[config.mk]
export PLATFORM = sky130hd
export DESIGN_NAME = fetch_sequencer
export DESIGN_NICKNAME = d
export VERILOG_FILES = /design/src/rtl/fetch_pkg.sv /design/src/rtl/fetch_queue.sv /design/src/rtl/fetch_sequencer.sv
export SDC_FILE = /design/constraint.sdc
export NUM_CORES = 1
export LEC_CHECK = 0
export ABC_CLOCK_PERIOD_IN_PS = 9600
export BUFFER_PORTS_ARGS = -buffer_cell sky130_fd_sc_hd__buf_4
export CAP_MARGIN = 20
export CORE_ASPECT_RATIO = 1.5
export CORE_MARGIN = 4
export CORE_UTILIZATION = 56
export DETAILED_ROUTE_END_ITERATION = 8
export PLACE_DENSITY = 0.81
export SLEW_MARGIN = 20
export SYNTH_ARGS = -nofsm -noshare
export SYNTH_HDL_FRONTEND = slang
export SYNTH_HIERARCHICAL = 1
export SYNTH_SLANG_ARGS = --single-unit
export TNS_END_PERCENT = 30
[constraint.sdc]
create_clock -name clk -period 9.6 [get_ports clk]
set_input_delay 0.96 -clock clk [delete_from_list [all_inputs] [get_ports clk]]
set_output_delay 0.96 -clock clk [all_outputs]
set_load 0.01 [all_outputs]
[src/rtl/fetch_pkg.sv]
// Shared types and constants for the instruction-fetch front end.
// Used by fetch_queue and fetch_sequencer.
package fetch_pkg;

    localparam int INSTR_W = 32;
    localparam int PC_STEP = 4;

    typedef struct packed {
        logic [31:0]        pc;
        logic [INSTR_W-1:0] instr;
    } fq_entry_t;

    // Decode asks for 0..3 words; 3 means 2, and it can never take more than is queued.
    function automatic logic [1:0] clamp_take(input logic [1:0] req, input int unsigned avail);
        logic [1:0] want;
        want = (req == 2'd3) ? 2'd2 : req;
        if (avail < 32'(want)) begin
            clamp_take = 2'(avail);
        end else begin
            clamp_take = want;
        end
    endfunction

endpackage : fetch_pkg

[src/rtl/fetch_queue.sv]
// DEPTH-entry circular fetch buffer: one push per cycle, 0-2 pops per cycle, flush.
// Exposes the head and head+1 entries combinationally.
module fetch_queue
    import fetch_pkg::*;
#(
    parameter  int DEPTH = 4,
    localparam int PTR_W = $clog2(DEPTH),
    localparam int CNT_W = PTR_W + 1
) (
    input  logic             clk,
    input  logic             reset_n,
    input  logic             flush,
    input  logic             push,
    input  fq_entry_t        push_entry,
    input  logic [1:0]       pop_cnt,
    output logic [CNT_W-1:0] count,
    output fq_entry_t        head,
    output fq_entry_t        head_next
);

    fq_entry_t        mem_q [DEPTH];
    logic [PTR_W-1:0] rd_ptr_q, rd_ptr_d;
    logic [PTR_W-1:0] wr_ptr_q, wr_ptr_d;
    logic [CNT_W-1:0] count_q, count_d;

    // NOTE: every next-state signal gets its hold value first, so no path leaves it unassigned and no latch is inferred.
    always_comb begin
        rd_ptr_d = rd_ptr_q;
        wr_ptr_d = wr_ptr_q;
        count_d  = count_q;
        if (flush) begin
            rd_ptr_d = '0;
            wr_ptr_d = '0;
            count_d  = '0;
        end else begin
            // The caller keeps pop_cnt <= count and never pushes into a full queue.
            rd_ptr_d = rd_ptr_q + PTR_W'(pop_cnt);
            wr_ptr_d = wr_ptr_q + PTR_W'(push);
            count_d  = count_q + CNT_W'(push) - CNT_W'(pop_cnt);
        end
    end

    // NOTE: registers use non-blocking assignments so every flop samples pre-edge values regardless of block order.
    always_ff @(posedge clk) begin
        if (!reset_n) begin
            rd_ptr_q <= '0;
            wr_ptr_q <= '0;
            count_q  <= '0;
        end else begin
            rd_ptr_q <= rd_ptr_d;
            wr_ptr_q <= wr_ptr_d;
            count_q  <= count_d;
        end
    end

    // NOTE: the storage array has no reset; count alone decides which entries are meaningful.
    always_ff @(posedge clk) begin
        if (push && !flush) begin
            mem_q[wr_ptr_q] <= push_entry;
        end
    end

    assign count     = count_q;
    assign head      = mem_q[rd_ptr_q];
    assign head_next = mem_q[rd_ptr_q + PTR_W'(1)];

endmodule : fetch_queue

[src/rtl/fetch_sequencer.sv]
// Instruction-fetch controller: PC register, push/redirect control and the fetch queue.
// Optional stall statistics counter enabled by defining FETCH_STATS_EN.
module fetch_sequencer
    import fetch_pkg::*;
#(
    parameter int                ADDR_W   = 32,
    parameter int                DEPTH    = 4,
    parameter logic [ADDR_W-1:0] RESET_PC = '0
) (
    input  logic               clk,
    input  logic               reset_n,
    output logic [ADDR_W-1:0]  imem_addr,
    input  logic [31:0]        imem_rdata,
    input  logic               redirect_valid,
    input  logic [ADDR_W-1:0]  redirect_pc,
    input  logic [1:0]         dec_take,
    output logic               slot0_valid,
    output logic [31:0]        slot0_instr,
    output logic [ADDR_W-1:0]  slot0_pc,
    output logic               slot1_valid,
    output logic [31:0]        slot1_instr,
    output logic [ADDR_W-1:0]  slot1_pc,
    output logic               q_full,
    output logic [31:0]        stall_cycles
);

    localparam int CNT_W = $clog2(DEPTH) + 1;

    logic [ADDR_W-1:0] pc_q, pc_d;
    logic [CNT_W-1:0]  count;
    logic              push;
    logic [1:0]        eff_take;
    fq_entry_t         push_entry;
    fq_entry_t         head;
    fq_entry_t         head_next;
    logic              unused_redirect_low;

    // Memory ignores the low two bits of the redirect target.
    assign unused_redirect_low = ^redirect_pc[1:0];

    assign imem_addr = pc_q;
    assign q_full    = (count == CNT_W'(DEPTH));

    always_comb begin
        push             = !redirect_valid && !q_full;
        eff_take         = clamp_take(dec_take, 32'(count));
        push_entry.pc    = 32'(pc_q);
        push_entry.instr = imem_rdata;
        pc_d             = pc_q;
        if (redirect_valid) begin
            pc_d = {redirect_pc[ADDR_W-1:2], 2'b00};
        end else if (push) begin
            pc_d = pc_q + ADDR_W'(PC_STEP);
        end
    end

    always_ff @(posedge clk) begin
        if (!reset_n) begin
            pc_q <= RESET_PC;
        end else begin
            pc_q <= pc_d;
        end
    end

    // A redirect flushes the queue, which also discards that cycle's push and pops.
    fetch_queue #(
        .DEPTH (DEPTH)
    ) u_queue (
        .clk        (clk),
        .reset_n    (reset_n),
        .flush      (redirect_valid),
        .push       (push),
        .push_entry (push_entry),
        .pop_cnt    (eff_take),
        .count      (count),
        .head       (head),
        .head_next  (head_next)
    );

    assign slot0_valid = (count != '0);
    assign slot1_valid = (count >= CNT_W'(2));
    assign slot0_instr = head.instr;
    assign slot0_pc    = ADDR_W'(head.pc);
    assign slot1_instr = head_next.instr;
    assign slot1_pc    = ADDR_W'(head_next.pc);

`ifdef FETCH_STATS_EN
    logic [31:0] stall_q, stall_d;

    // Counts cycles lost to a full queue that decode is not draining; saturates.
    always_comb begin
        stall_d = stall_q;
        if (q_full && (eff_take == 2'd0) && !redirect_valid && (stall_q != 32'hFFFF_FFFF)) begin
            stall_d = stall_q + 32'd1;
        end
    end

    always_ff @(posedge clk) begin
        if (!reset_n) begin
            stall_q <= '0;
        end else begin
            stall_q <= stall_d;
        end
    end

    assign stall_cycles = stall_q;
`else
    assign stall_cycles = 32'h0;
`endif

endmodule : fetch_sequencer
==> out/results.md, run 1 <==
Status
- **run status** finished clean

Setup path
- **data arrival time of the critical path** 2.93 ns
- **maximum fanout along the worst path** 54
- **startpoint class of the critical path** flop
- **kind of end point of the critical path** output pin
- **worst endpoint required time** 8.64 ns
- **Setup CP Type** reg -> out
- **register-to-register setup slack** 6.81 ns

Logic synthesis
- **Syn Area/Cell** 18.68 µm²
- **ys async rst share** 0%
- **Syn. warnings** 6
- **area share of and/or/nand/nor cells after synthesis** 5.193%
- **Post-Syn Area** 0.01337 mm²
- **number of instances in the synthesized netlist** 716
- **post-synthesis share of cell area spent on xor and xnor gates** 1.001%
- **post-synthesis share of cell area spent on full adders, half adders and majority gates** 0.8046%
- **compound-gate portion of the synthesized area** 3.200%
- **fraction of synthesized area in multiplexers** 21.56%
- **combinational family with the most area after synthesis** multiplexers
- **Netlist cell types** 49
- **post-synthesis sequential area ratio** 63.02%
- **number of flops mapped to enable cells by yosys** 256
- **leading register cell type out of synthesis** edfxtp_1
- **FF+latch count, synth** 293

GRT
- **global-route wire length before repair** 43.64 mm
- **initial antenna violation count** 0
- **GRT overflow** 0
- **maximum number of pins on one net before global-route repair** 83
- **vias in the first global route** 7,959
- **total routing usage reported by global routing** 21.04%

STA
- **hold_ws** 0.5574 ns
- **peak clock frequency supported by timing** 0.2570 GHz
- **RSZ-0062 raised after global routing** no
- **Final WS setup** 5.709 ns
- **accumulated negative setup slack** 0 ns
- **actual transition at the worst max-transition pin** 1.056 ns
- **final hold violation count** 0
- **final setup violation count** 0
- **final period demand of the worst path** 3.891 ns
- **Slew headroom** 29.62%
- **Fin Clk Skew** 0.01293 ns
- **fin crit share** 40.53%
- **max-slew violation count** 0

Power
- **Sw Ratio** 26.61%
- **fraction of power consumed by combinational cells** 26.1%
- **switching power** 0.9274 mW
- **internal power summed over all cells** 2.558 mW
- **part of the total power dissipated in sequential elements** 44.4%
- **leakage component of the power** 5.502 nW
- **proportion of power drawn by the clock network** 29.5%
- **Total Power Consumption** 3.485 mW
- **PD cells** 218.7 mW/mm²
- **worst vdd ir** 0.0001442 V

Finish
- **fill count** 1,562
- **area taken by multi-input logic gates** 0.004427 mm²
- **number of nets in the finished design** 1,022
- **final core utilization** 67.61%
- **relative area change from synthesis to final layout** 19.15%
- **area used by sequential logic in the layout** 0.008436 mm²
- **share of layout cells above drive strength 1** 43.36%
- **number of antenna cells inserted** 0

CTS
- **clock latency reported for the late side of the worst-skew pair** 0.52 ns
- **hold-fix buffer count after cts** 0
- **Post-CTS Setup Repair Bufs** 0
- **CTS tree** built
- **post-CTS sizing** 0
- **CTS Buf Count** 27
- **Num Clock Sinks** 293
- **CTS H-tree lvls** 1
- **CTS root buf** clkbuf_16
- **Clock Path Buffers** 3
- **Clock transition at path regs** 0.06 ns

Floorplan
- **number of placed I/O pins** 264
- **vertical die dimension** 197.3 µm
- **initial core utilization** 56.74%
- **number of standard-cell rows in the floorplan** 69
- **Die Area** 0.02647 mm²
- **horizontal die dimension** 134.2 µm
- **Core ar.** 0.02357 mm²

Drt
- **WL/cell** 22.02 µm
- **sum of routed wire length over all layers** 28.25 mm
- **violation count after the first detailed-routing iteration** 463
- **total via count after detailed routing** 7,640
- **number of DRC violations after detailed routing** 0
- **average via count per standard cell** 5.955
- **post-route antenna net violation count** 0
- **Detailed Routing Iterations Pass 1** 5

Place
- **half-perimeter wire length of the detailed placement result** 19.05 mm
- **Placement Setup Slack** 6.150 ns
- **Final Wtd Congestion** 0.7999
- **number of buffer cells added on primary ports** 227

Flow run
- **count of max-cap constraint violations** 0

Min path
- **worst min-delay path class** reg -> reg

[worst max-delay path, stage by stage, from the launching register on]
cell	delay [ns]
dfxtp_4	0.72
buf_4	0.86
mux4_2	0.63
buf_4	0.16
[synthesized netlist by cell type (2+ instances only)]
cell	count	area share (%)
and4_2	3	0.22
or4_1	10	0.56
buf_6	5	0.42
a32oi_1	4	0.26
or3_1	6	0.28
inv_1	9	0.25
o31ai_1	6	0.34
and3_1	4	0.19
nor4_1	4	0.19
xor2_1	5	0.33
mux4_2	128	22
a211oi_1	2	0.11
nand2b_1	4	0.19
a21oi_1	8	0.30
a31oi_1	11	0.51
nand4_1	8	0.37
nand3_1	21	0.79
o21ai_0	33	1.2
nand2_1	13	0.36
o211a_1	3	0.22
xnor2_1	5	0.33
and3_2	2	0.11
ha_1	7	0.65
nor4b_1	3	0.20
buf_4	36	2.0
nor2b_1	2	0.094
clkbuf_8	2	0.21
dfxtp_1	37	5.5
nor2_1	11	0.31
edfxtp_1	256	57
clkbuf_1	13	0.36
and2_1	7	0.33
buf_2	13	0.49
buf_12	9	1.3
and4_1	6	0.39
nor3_1	7	0.26
[cell families after synthesis]
| family | Yosys count |
|---|---|
| DFF | 293 |
| buffers and inverters | 89 |
| AOI/OAI and AO/OA | 70 |
| other | 1 |
| muxes | 128 |
| and+or+nand+nor | 115 |
| adders and majority gates | 8 |
| xor gates and xnor gates | 12 |
[per-layer routing]
layer  up-vias  track usage, %  wire length (µm)
met2       321           38.10             15440
met3        50           3.186              1784
met1      3889           26.13             10130
li1       3380               -                 -
met5         -               0                 0
met4         0           6.717               887
[cell type report]
class / count / share of cell area (%)
sequential: 293 / 52.94
multi-input combinational: 375 / 27.78
timing repair buffer: 238 / 11.21
clock buffer: 32 / 4.358
tap: 319 / 2.505
clock inverter: 16 / 0.9658
inverter: 10 / 0.2356
[metrics by stage]
step                      area (µm²)  std cells
after global routing           15930       1283
final                          15930       1283
after floorplan                13530        757
after global placement         15090       1235
after CTS                      15930       1283
after detailed placement       15090       1235
[power by group through the flow]
stage	sequential, mW	combinational [mW]	clock, mW
after CTS	1.55	0.927	1.05
after detailed placement	1.57	0.922	0
final	1.55	0.911	1.03
after global routing	1.56	0.979	1.10
after floorplan	1.53	0.615	0
after global placement	1.57	0.905	0
[worst paths after layout]
check	startpoint	depth (start not counted)	endpoint
worst min-delay path	imem_addr[31]$_SDFFE_PN0P_	0	u_queue/mem_q[3][63]$_DFFE_PP_
worst max register to register	u_queue/count[2]$_SDFF_PP0_	10	u_queue/count[2]$_SDFF_PP0_
worst min register to register	imem_addr[31]$_SDFFE_PN0P_	0	u_queue/mem_q[3][63]$_DFFE_PP_
worst max-delay path	u_queue/rd_ptr_q[0]$_SDFF_PP0_	3	slot1_pc[18]
[cell usage in the layout (no fill, tap or decap), drive strengths merged, types with 9 or more instances in the layout]
master / synthesis / layout
o21ai: 33 / 33
dfxtp: 37 / 37
clkbuf: 15 / 32
a31oi: 11 / 11
nand2: 13 / 13
nor2: 11 / 11
or4: 10 / 10
buf: 63 / 238
inv: 9 / 9
nand3: 21 / 21
nand4: 9 / 9
and4: 9 / 9
conb: 1 / 42
mux4: 128 / 128
edfxtp: 256 / 256
clkinv: 1 / 12
[registers in the layout (all words and copies together), names as in the netlist]
register          flops
imem_addr            30
u_queue/count         3
u_queue/mem_q       256
u_queue/rd_ptr_q      2
u_queue/wr_ptr_q      2
(Power assumes the default switching activity.)
==> inputs of run 2 (changes only) <==
--- a/config.mk
+++ b/config.mk
@@ -5,12 +5,13 @@
 export SDC_FILE = /design/constraint.sdc
 export NUM_CORES = 1
 export LEC_CHECK = 0
-export ABC_CLOCK_PERIOD_IN_PS = 9600
+export ABC_AREA = 1
+export ABC_CLOCK_PERIOD_IN_PS = 3810
 export BUFFER_PORTS_ARGS = -buffer_cell sky130_fd_sc_hd__buf_4
 export CAP_MARGIN = 20
 export CORE_ASPECT_RATIO = 1.5
 export CORE_MARGIN = 4
-export CORE_UTILIZATION = 56
+export CORE_UTILIZATION = 57
 export DETAILED_ROUTE_END_ITERATION = 8
 export PLACE_DENSITY = 0.81
 export SLEW_MARGIN = 20
==> constraint.sdc (replaced) <==
create_clock -name clk -period 3.81 [get_ports clk]
set_input_delay 0.381 -clock clk [delete_from_list [all_inputs] [get_ports clk]]
set_output_delay 0.381 -clock clk [all_outputs]
set_load 0.01 [all_outputs]
==> run 2 against run 1 <==
Effect of this change: clock skew increased by 0.0013 ns; hold slack worse by 0.49 ns; sequential share of layout area down 4.6 points; cell area up 9.5%; count of clock-buffer cells in the layout grew 1; critical path type unchanged; highest routed layer unchanged.
==> out/results.md, run 2 <==
Status
- **run status** finished clean

Finish
- **largest register by flop count** u_queue/mem_q
- **number of nets in the finished design** 1,854, +81%
- **Largest register FFs** 256, unchanged
- **relative area change from synthesis to final layout** 16.58%
- **final core utilization** 67.47%, -0.13 points
- **number of antenna cells inserted** 0, unchanged
- **most used cells in the layout excluding fill and tap cells** nand2_1, edfxtp_1, buf_4, o21ai_0, inv_1
- **share of layout cells above drive strength 1** 20.97%, -22 points
- **most common cell after layout, fill and taps aside** nand2_1

Drt
- **number of DRC violations after detailed routing** 0, unchanged
- **average via count per standard cell** 5.604, -5.9%
- **total via count after detailed routing** 11,910, +56%
- **Detailed Routing Iterations Pass 1** 5, unchanged
- **post-route antenna net violation count** 0, unchanged
- **WL/cell** 17.57 µm, -20%
- **violation count after the first detailed-routing iteration** 857, +85%
- **sum of routed wire length over all layers** 37.35 mm, +32%

CTS
- **CTS Buf Count** 25, -7.4%
- **CTS root buf** clkbuf_16
- **CTS tree** built
- **hold-fix buffer count after cts** 0, unchanged
- **Clock Path Buffers** 3, unchanged
- **clock latency reported for the late side of the worst-skew pair** 0.52 ns, about the same
- **post-CTS sizing** 0, unchanged
- **CTS H-tree lvls** 1, unchanged
- **Num Clock Sinks** 293, unchanged
- **Post-CTS Setup Repair Bufs** 0, unchanged
- **Clock transition at path regs** 0.07 ns, about the same

Logic synthesis
- **ys async rst share** 0%, unchanged
- **main area contributors after synthesis** edfxtp_1, nand2_1, dfxtp_1, o211ai_2, o21ai_0
- **share of the synthesized area in the top cell type** 51.37%, -6.1 points
- **Syn. warnings** 6, unchanged
- **Post-Syn Area** 0.01496 mm², +12%
- **Netlist cell types** 38, -22%
- **biggest area consumer among synthesized cells** edfxtp_1
- **number of instances in the synthesized netlist** 1,588, +120%
- **Syn Area/Cell** 9.423 µm², -50%
- **number of flops mapped to enable cells by yosys** 256, unchanged
- **most frequently used cell type in the post-synthesis netlist** nand2_1
- **post-synthesis sequential area ratio** 56.32%, -6.7 points
- **FF+latch count, synth** 293, unchanged
- **leading register cell type out of synthesis** edfxtp_1
- **Post-synth top cells** nand2_1, edfxtp_1, o21ai_0

Place
- **number of buffer cells added on primary ports** 227, unchanged
- **Final Wtd Congestion** 1.002, +25%
- **half-perimeter wire length of the detailed placement result** 24.36 mm, +28%

STA
- **final period demand of the worst path** 3.098 ns
- **fin crit share** 81.31%
- **Slew headroom** 34.67%, +5.1 points
- **peak clock frequency supported by timing** 0.3228 GHz
- **RSZ-0062 raised after global routing** no
- **final setup violation count** 0, unchanged
- **actual transition at the worst max-transition pin** 0.9799 ns, -0.07576 ns
- **Fin Clk Skew** 0.01427 ns, +0.001343 ns
- **max-slew violation count** 0, unchanged
- **final hold violation count** 0, unchanged

Floorplan
- **horizontal die dimension** 140.3 µm, +4.6%
- **Die Area** 0.02896 mm², +9.4%
- **vertical die dimension** 206.4 µm, +4.7%
- **Core ar.** 0.02585 mm², +9.7%
- **number of placed I/O pins** 264, unchanged
- **number of standard-cell rows in the floorplan** 72, +4.3%
- **initial core utilization** 57.88%, +1.1 points

Min path
- **hold path endpoint** u_queue/mem_q[3][26]$_DFFE_PP_
- **number of stages on the worst hold path** 1, +1
- **startpoint of the worst hold path** imem_rdata[26]
- **worst min-delay path class** in -> reg

Setup path
- **ordered list of cells on the worst path** buf_4, o21ai_0, o21ai_1, buf_4
- **biggest cell delay along the critical path** 0.73 ns, -0.13 ns
- **reg-to-reg critical path startpoint** u_queue/count[1]$_SDFF_PP0_
- **top cell family by delay on the critical path** buffers and inverters
- **startpoint class of the critical path** flop
- **worst path bufs/invs** 2, unchanged
- **CP max-delay cell** buf_4
- **worst endpoint required time** 3.43 ns, -5.21 ns
- **depth of the most critical reg-to-reg path** 7, -3
- **register-to-register setup slack** 1.16 ns, -5.65 ns
- **worst reg2reg path endpoint** u_queue/mem_q[2][21]$_DFFE_PP_
- **maximum fanout along the worst path** 93, +72%
- **Setup CP Type** reg -> out
- **most frequent cell on the critical path** buf_4
- **data arrival time of the critical path** 2.72 ns, -0.21 ns
- **kind of end point of the critical path** output pin

GRT
- **vias in the first global route** 11,560, +45%
- **maximum number of pins on one net before global-route repair** 253, +200%
- **global-route wire length before repair** 57.46 mm, +32%
- **total routing usage reported by global routing** 24.74%, +3.7 points
- **initial antenna violation count** 0, unchanged
- **GRT overflow** 0, unchanged

Power
- **leakage component of the power** 6.982 nW, +27%
- **proportion of power drawn by the clock network** 29.9%, +0.4 points
- **worst vdd ir** 0.0003661 V, +150%
- **Total Power Consumption** 8.204 mW, +140%
- **fraction of power consumed by combinational cells** 24.5%, -1.6 points
- **PD cells** 470.3 mW/mm², +110%
- **Sw Ratio** 29.02%, +2.4 points
- **switching power** 2.381 mW, +160%
- **part of the total power dissipated in sequential elements** 45.7%, +1.3 points
- **internal power summed over all cells** 5.823 mW, +130%

Flow run
- **count of max-cap constraint violations** 0, unchanged

-- run 2: cell families (layout without fill, tap and decap cells) --
group           Yosys count  in the layout  synth area share, %
buf+inv                 261            425                8.963
fa+ha+maj                 8              8               0.7190
compound gates          383            383                16.05
simple gates            633            633                17.39
xor+xnor                  9              9               0.5268
flops                   293            293                56.32
other cells               1             42              0.02506
-- run 2: layer usage --
layer | global-route usage [%] | vias up | part of all wire (%) | routed length, µm
li1 | - | 5721 | - | -
met4 | 11.91 | 0 | 4.1 | 1513
met5 | 0 | - | 0 | 0
met1 | 27.69 | 5599 | 36 | 13280
met3 | 2.500 | 90 | 6.7 | 2484
met2 | 46.70 | 504 | 54 | 20080
-- run 2: final cells by class --
cell class	count	area, µm²
Tap cell	333	416.7
Multi-Input combinational cell	1075	5403
Inverter	133	504.2
Timing Repair Buffer	249	1894
Sequential cell	293	8436
Clock buffer	33	685.7
Fill cell	1936	8409
Clock inverter	10	106.4
-- run 2: how the worst max path moves through the flow --
| stage | to | from | cells after the start | slack, ns |
|---|---|---|---|---|
| 2_1_floorplan | u_queue/mem_q[0][0]$_DFFE_PP_ | u_queue/count[1]$_SDFF_PP0_ | 7 | -0.28 |
| 6_report | slot0_instr[19] | u_queue/rd_ptr_q[1]$_SDFF_PP0_ | 4 | 0.71 |
| 5_1_grt | slot0_instr[19] | u_queue/rd_ptr_q[1]$_SDFF_PP0_ | 4 | 0.63 |
| 3_5_place_dp | u_queue/mem_q[2][26]$_DFFE_PP_ | u_queue/count[1]$_SDFF_PP0_ | 7 | 1.16 |
| 4_1_cts | slot0_pc[3] | u_queue/rd_ptr_q[1]$_SDFF_PP0_ | 4 | 0.80 |
| 3_3_place_gp | u_queue/mem_q[2][26]$_DFFE_PP_ | u_queue/count[1]$_SDFF_PP0_ | 7 | 1.18 |
-- run 2: through the flow --
stage	cell area, µm²	hold slack [ns]	setup slack, ns	std cells	setup TNS (ns)
2_1_floorplan	15140	0.4786	-0.2807	1629	-71.86
3_3_place_gp	16650	0.5540	1.184	2083	0
3_5_place_dp	16650	0.5570	1.163	2083	0
4_1_cts	17450	0.04596	0.8017	2126	0
5_1_grt	17450	0.04880	0.6293	2126	0
6_report	17450	0.06617	0.7122	2126	0
-- run 2: power groups by stage --
stage | registers [mW] | logic [mW] | clock network [mW]
after global routing | 3.76 | 2.19 | 2.62
after CTS | 3.74 | 2.01 | 2.49
after global placement | 3.81 | 1.97 | 0
after floorplan | 3.77 | 1.23 | 0
after detailed placement | 3.81 | 2.01 | 0
final | 3.75 | 2.01 | 2.45
